===== config.mk =====
export PLATFORM = sky130hd
export DESIGN_NAME = fwd_scoreboard
export DESIGN_NICKNAME = d
export VERILOG_FILES = /design/src/rtl/fwd_pkg.sv /design/src/rtl/md_busy_ctr.sv /design/src/rtl/fwd_scoreboard.sv
export SDC_FILE = /design/constraint.sdc
export NUM_CORES = 1
export LEC_CHECK = 0
export CAP_MARGIN = 20
export CORE_AREA = 2 2 100 102
export CTS_CLUSTER_DIAMETER = 40
export DETAILED_ROUTE_END_ITERATION = 8
export DIE_AREA = 0 0 102 104
export PLACE_DENSITY = 0.88
export SYNTH_ARGS = -nofsm -noshare
export SYNTH_HDL_FRONTEND = slang
export SYNTH_SLANG_ARGS = --single-unit

===== constraint.sdc =====
create_clock -name clk -period 4.9 [get_ports clk]
set_input_delay 0.49 -clock clk [delete_from_list [all_inputs] [get_ports clk]]
set_output_delay 0.49 -clock clk [all_outputs]
set_load 0.02 [all_outputs]

===== src/rtl/fwd_pkg.sv =====
// Shared types for the forwarding scoreboard: the entry layout of the
// shadow pipeline that mirrors the E..W stages.
package fwd_pkg;

    localparam int unsigned TNEW_W = 2;
    localparam int unsigned STG_E  = 0;
    localparam int unsigned STG_M  = 1;
    localparam int unsigned STG_W  = 2;

    typedef struct packed {
        logic              valid;
        logic [4:0]        waddr;
        logic [TNEW_W-1:0] tnew;
    } fwd_entry_t;

    function automatic logic [TNEW_W-1:0] tnew_dec(input logic [TNEW_W-1:0] t);
        return (t == '0) ? '0 : t - TNEW_W'(1);
    endfunction

endpackage


===== src/rtl/md_busy_ctr.sv =====
// Mult/div busy counter: loads the unit latency on an accepted start and
// counts down to idle.
module md_busy_ctr #(
    parameter int unsigned MD_LAT  = 5,
    parameter int unsigned DIV_LAT = 10
) (
    input  logic clk,
    input  logic reset,
    input  logic md_start,
    input  logic md_is_div,
    output logic md_busy
);

    localparam int unsigned MAX_LAT = (MD_LAT > DIV_LAT) ? MD_LAT : DIV_LAT;
    localparam int unsigned CTR_W   = $clog2(MAX_LAT + 1);

    logic [CTR_W-1:0] ctr;

    // A start while the unit is still busy is dropped rather than restarting it.
    always_ff @(posedge clk) begin
        if (!reset) begin
            ctr <= '0;
        end else if (md_start && !md_busy) begin
            ctr <= md_is_div ? CTR_W'(DIV_LAT) : CTR_W'(MD_LAT);
        end else if (md_busy) begin
            ctr <= ctr - CTR_W'(1);
        end
    end

    assign md_busy = (ctr != '0);

endmodule


===== src/rtl/fwd_scoreboard.sv =====
// Hazard/forwarding unit: shadows register writes in flight through E..W,
// raises the D-stage stall and returns forwarded operands per read port.
module fwd_scoreboard
    import fwd_pkg::*;
#(
    parameter int unsigned NUM_RD  = 2,
    parameter int unsigned DEPTH   = 3,
    parameter int unsigned MD_LAT  = 5,
    parameter int unsigned DIV_LAT = 10
) (
    input  logic                   clk,
    input  logic                   reset,
    input  logic                   d_valid,
    input  logic [4:0]             d_waddr,
    input  logic [TNEW_W-1:0]      d_tnew,
    input  logic                   d_md_use,
    input  logic [NUM_RD*5-1:0]    rd_addr,
    input  logic [NUM_RD*2-1:0]    rd_tuse,
    input  logic [NUM_RD*32-1:0]   grf_data,
    input  logic [DEPTH*32-1:0]    stage_data,
    input  logic                   md_start,
    input  logic                   md_is_div,
    output logic                   stall,
    output logic [NUM_RD*32-1:0]   fwd_data,
    output logic [NUM_RD*2-1:0]    fwd_sel,
    output logic                   md_busy
);

    fwd_entry_t        pipe [DEPTH];
    logic [NUM_RD-1:0] port_haz;
    logic              md_haz;

    // A stalled D injects a bubble into E; older entries age by one stage.
    always_ff @(posedge clk) begin
        if (!reset) begin
            for (int unsigned k = 0; k < DEPTH; k++) begin
                pipe[k] <= '0;
            end
        end else begin
            pipe[STG_E] <= '{valid: d_valid & ~stall, waddr: d_waddr, tnew: d_tnew};
            for (int unsigned k = 1; k < DEPTH; k++) begin
                pipe[k] <= '{valid: pipe[k-1].valid,
                             waddr: pipe[k-1].waddr,
                             tnew:  tnew_dec(pipe[k-1].tnew)};
            end
        end
    end

    for (genvar p = 0; p < NUM_RD; p++) begin : g_port
        logic [4:0]  addr;
        logic [1:0]  tuse;
        logic        hit;
        logic        haz;
        logic [1:0]  sel;
        logic [31:0] data;

        assign addr = rd_addr[p*5 +: 5];
        assign tuse = rd_tuse[p*2 +: 2];

        // Ascending search with a hit latch gives youngest-stage priority.
        always_comb begin
            hit  = 1'b0;
            haz  = 1'b0;
            sel  = '0;
            data = grf_data[p*32 +: 32];
            for (int unsigned k = 0; k < DEPTH; k++) begin
                if (!hit && pipe[k].valid && (pipe[k].waddr == addr) && (addr != '0)) begin
                    hit  = 1'b1;
                    haz  = (pipe[k].tnew > tuse);
                    sel  = 2'(k + 1);
                    data = stage_data[k*32 +: 32];
                end
            end
        end

        assign port_haz[p]            = haz;
        assign fwd_sel[p*2 +: 2]      = sel;
        assign fwd_data[p*32 +: 32]   = data;
    end

    md_busy_ctr #(
        .MD_LAT  (MD_LAT),
        .DIV_LAT (DIV_LAT)
    ) u_md_busy_ctr (
        .clk       (clk),
        .reset     (reset),
        .md_start  (md_start),
        .md_is_div (md_is_div),
        .md_busy   (md_busy)
    );

    assign md_haz = d_md_use & (md_busy | md_start);
    assign stall  = d_valid & ((|port_haz) | md_haz);

endmodule


==> summary.md <==
| Metric | Value |
|---|---|
| Initial Utilization | `33.2%` |
| Adder-cell share of the synthesized area | `6.32%` |
| Most numerous cell on the critical path | `clkdlybuf4s50_1` |
| Fillers | `827` |
| Final setup margin | `0.536 ns` |
| Synth Area in Compound Gates | `37.6%` |
| CTS resizes | `0` |
| Combinational share of power | `54.4%` |
| Placer's final routability congestion estimate | `1.04` |
| P&R area growth vs syn | `87.3%` |
| Dpl hpwl | `12,800 um` |
| Pre-antenna DRT Iters | `5` |
| Final setup TNS | `0 ns` |
| GR Util All Layers | `28.6%` |
| Post-synth ARST share | `0%` |
| Fin nets | `852` |
| Max Slew Vio Count | `0` |
| Post-route antenna net violation count | `0` |
| Clock H-tree levels | `1` |
| Total number of vias | `4,378` |
| Worst Path Max Fanout | `20` |
| Simple-gate share of the synthesized area | `12.4%` |
| Clock skew | `0.00102 ns` |
| Crit-path max cell delay | `0.65 ns` |
| Max Fclk | `229 MHz` |
| Clk buf depth | `2` |
| Layout cells sized above 1 | `4.01%` |
| Lkg Pwr | `0.00209 uW` |
| # port buffers | `256` |
| P_sw | `298 uW` |
| Power per cell area | `152 nW/um^2` |
| Fin. Hold Viols | `0` |
| Final setup viols | `0` |
| Core area | `9550 sq um` |
| Relative slew slack | `51.5%` |
| EDFF count, synth | `0` |
| Largest net degree at the start of global routing | `67` |
| CTS tree | `done` |
| Crit path time final | `4.36 ns` |
| Crit path cell chain | `clkdlybuf4s50_1 > xor2_1 > nor4_1 > and2_2 > buf_4 > mux2i_1 > o21ai_0 > clkdlybuf4s50_1` |
| Worst min path class | `register to register` |
| Post-CTS setup buffer count | `0` |
| Most used DFF post-synth | `dfxtp_1` |
| Initial antenna violation count | `0` |
| DRC Markers | `0` |
| WL/cell | `20.4 um` |
| Vert. Die Dim | `104 um` |
| Period Utilization, post-route | `89.1%` |
| Total die area | `10,600 sq um` |
| Largest family of logic cells by synthesized area | `compound AO/OA/AOI/OAI gates` |
| CP max stage cell | `and2_2` |
| DP Area | `5880 sq um` |
| WP data arrival | `3.87 ns` |
| Most frequent cells in the layout | `clkdlybuf4s50_1 (256), a22oi_1 (96), o21ai_0 (55), mux2i_1 (32), dfxtp_1 (28)` |
| Grt ovf | `0` |
| Clock latency on the worst-skew pair | `0.27 ns` |
| Number of library cell types mapped by synthesis | `37` |
| Num ports | `257` |
| YS warnings | `0` |
| Iter 0 DRT Violations | `274` |
| Root Buffer | `clkbuf_8` |
| Commonest non-fill, non-tap cell in the layout | `clkdlybuf4s50_1` |
| Setup WS pre-CTS | `0.512 ns` |
| Clock slew at reported path FFs | `0.09 ns` |
| Clock share of power | `15.5%` |
| Synthesized cell area | `3170 sq um` |
| Seq pwr share | `30.1%` |
| Hold buffer count at CTS | `0` |
| Post-layout util | `62.1%` |
| FP Rows | `36` |
| Sw Share | `33.1%` |
| Vias in the first global route | `4,258` |
| RSZ-0062 raised after global routing | `false` |
| Crit path kind | `primary input to primary output` |
| Multiplexer share of the synthesized area | `10.1%` |
| Type of element capturing the critical path | `primary output` |
| Avg Inst Size Synth | `7.75 sq um` |
| Xor/xnor share of the synthesized area | `8.57%` |
| Vias per cell | `5.61` |
| DIE WIDTH | `102 um` |
| Outcome | `completed` |
| Syn nets | `612` |
| Total power | `902 uW` |
| CTS buffer count | `3` |
| Syn Inst Count | `409` |
| Setup crit start kind | `primary input` |
| Register area share after synthesis | `17.7%` |
| Detailed Route WL | `15,900 um` |
| Final instance area | `5930 sq um` |
| Worst slew pin tran | `0.725 ns` |
| Data required time of the critical path | `4.41 ns` |
| First-pass GRT wire length | `23,900 um` |
| Internal Power | `604 uW` |
| Max rail drop VDD | `291 uV` |
| Reg2Reg Setup Slack | `2.42 ns` |
| Maxcap violations | `0` |
| CTS sink count | `28` |
| Yosys reg bits | `28` |
| Ant. Diodes | `0` |
-- final timing paths --
path / start / endpoint / depth (start not counted)
setup / recovery: rd_addr[0] / fwd_data[12] / 8
setup reg to reg: pipe[0][2] / pipe[0][7] / 7
hold / removal: pipe[0][0] / pipe[0][8] / 1
hold reg to reg: pipe[0][0] / pipe[0][8] / 1
-- cell type report --
| cell class | instances | area, sq um | area share, % |
|---|---|---|---|
| multi-input cells | 332 | 2410 | 40.7 |
| clock buffers | 4 | 55.1 | 0.928 |
| well taps | 133 | 166 | 2.80 |
| inverters | 16 | 60.1 | 1.01 |
| flip-flops and latches | 28 | 561 | 9.45 |
| repair buffers | 268 | 2680 | 45.1 |
-- power by group through the flow --
| stage | registers [uW] | logic, uW | clock network, uW |
|---|---|---|---|
| after floorplan | 271 | 205 | 0 |
| after global placement | 274 | 473 | 0 |
| after detailed placement | 276 | 489 | 0 |
| after CTS | 271 | 492 | 143 |
| after global routing | 274 | 531 | 149 |
| final | 271 | 490 | 140 |
-- registers in the layout, indices dropped and copies added, names as in the netlist --
signal and flops:
u_md_busy_ctr.ctr 4, pipe 24
-- metrics by stage --
step	cells	hold slack [ns]
6_report	781	0.425
5_1_grt	781	0.444
4_1_cts	781	0.428
3_5_place_dp	777	0.414
3_3_place_gp	777	0.401
2_1_floorplan	409	0.392
-- worst max-delay path, delay by kind of cell --
kind | cells | cell delay, ns
mux | 1 | 0.13
buf+inv | 3 | 1.61
xor+xnor | 1 | 0.21
compound gates | 1 | 0.22
simple gates | 2 | 1.20
-- cells in the mapped netlist (2+ instances only) --
| cell type | instances | area [sq um] |
|---|---|---|
| buf_2 | 10 | 50.1 |
| nor2_1 | 12 | 45.0 |
| nand4_1 | 6 | 37.5 |
| clkbuf_1 | 16 | 60.1 |
| inv_1 | 16 | 60.1 |
| mux2i_1 | 32 | 320 |
| o21ai_1 | 13 | 65.1 |
| clkbuf_2 | 2 | 10.0 |
| nor3_1 | 4 | 20.0 |
| o21ai_0 | 55 | 275 |
| or4_1 | 2 | 15.0 |
| a21oi_1 | 12 | 60.1 |
| nand2_1 | 8 | 30.0 |
| o211ai_1 | 3 | 22.5 |
| ha_1 | 16 | 200 |
| nor4_1 | 2 | 12.5 |
| dfxtp_1 | 28 | 561 |
| buf_6 | 4 | 45.0 |
| xor2_1 | 9 | 78.8 |
| a22oi_1 | 96 | 721 |
| nand2b_1 | 2 | 12.5 |
| xnor2_1 | 22 | 193 |
| or3_1 | 2 | 12.5 |
| nor2b_1 | 2 | 12.5 |
| and2_1 | 23 | 144 |
-- cell families after synthesis --
logic type / Yosys count
AO/OA/AOI/OAI: 185
AND/OR/NAND/NOR: 68
buffers and inverters: 49
multiplexers: 32
XOR/XNOR: 31
flip-flops: 28
adder cells (fa/ha/maj): 16
-- routing by layer --
layer / global-route usage, % / wire length [um] / vias up
met5: 0 / 0 / -
li1: - / - / 2035
met2: 49.8 / 7960 / 251
met4: 8.19 / 463 / 0
met3: 5.31 / 1410 / 29
met1: 35.4 / 6110 / 2063
(Power assumes the default switching activity.)
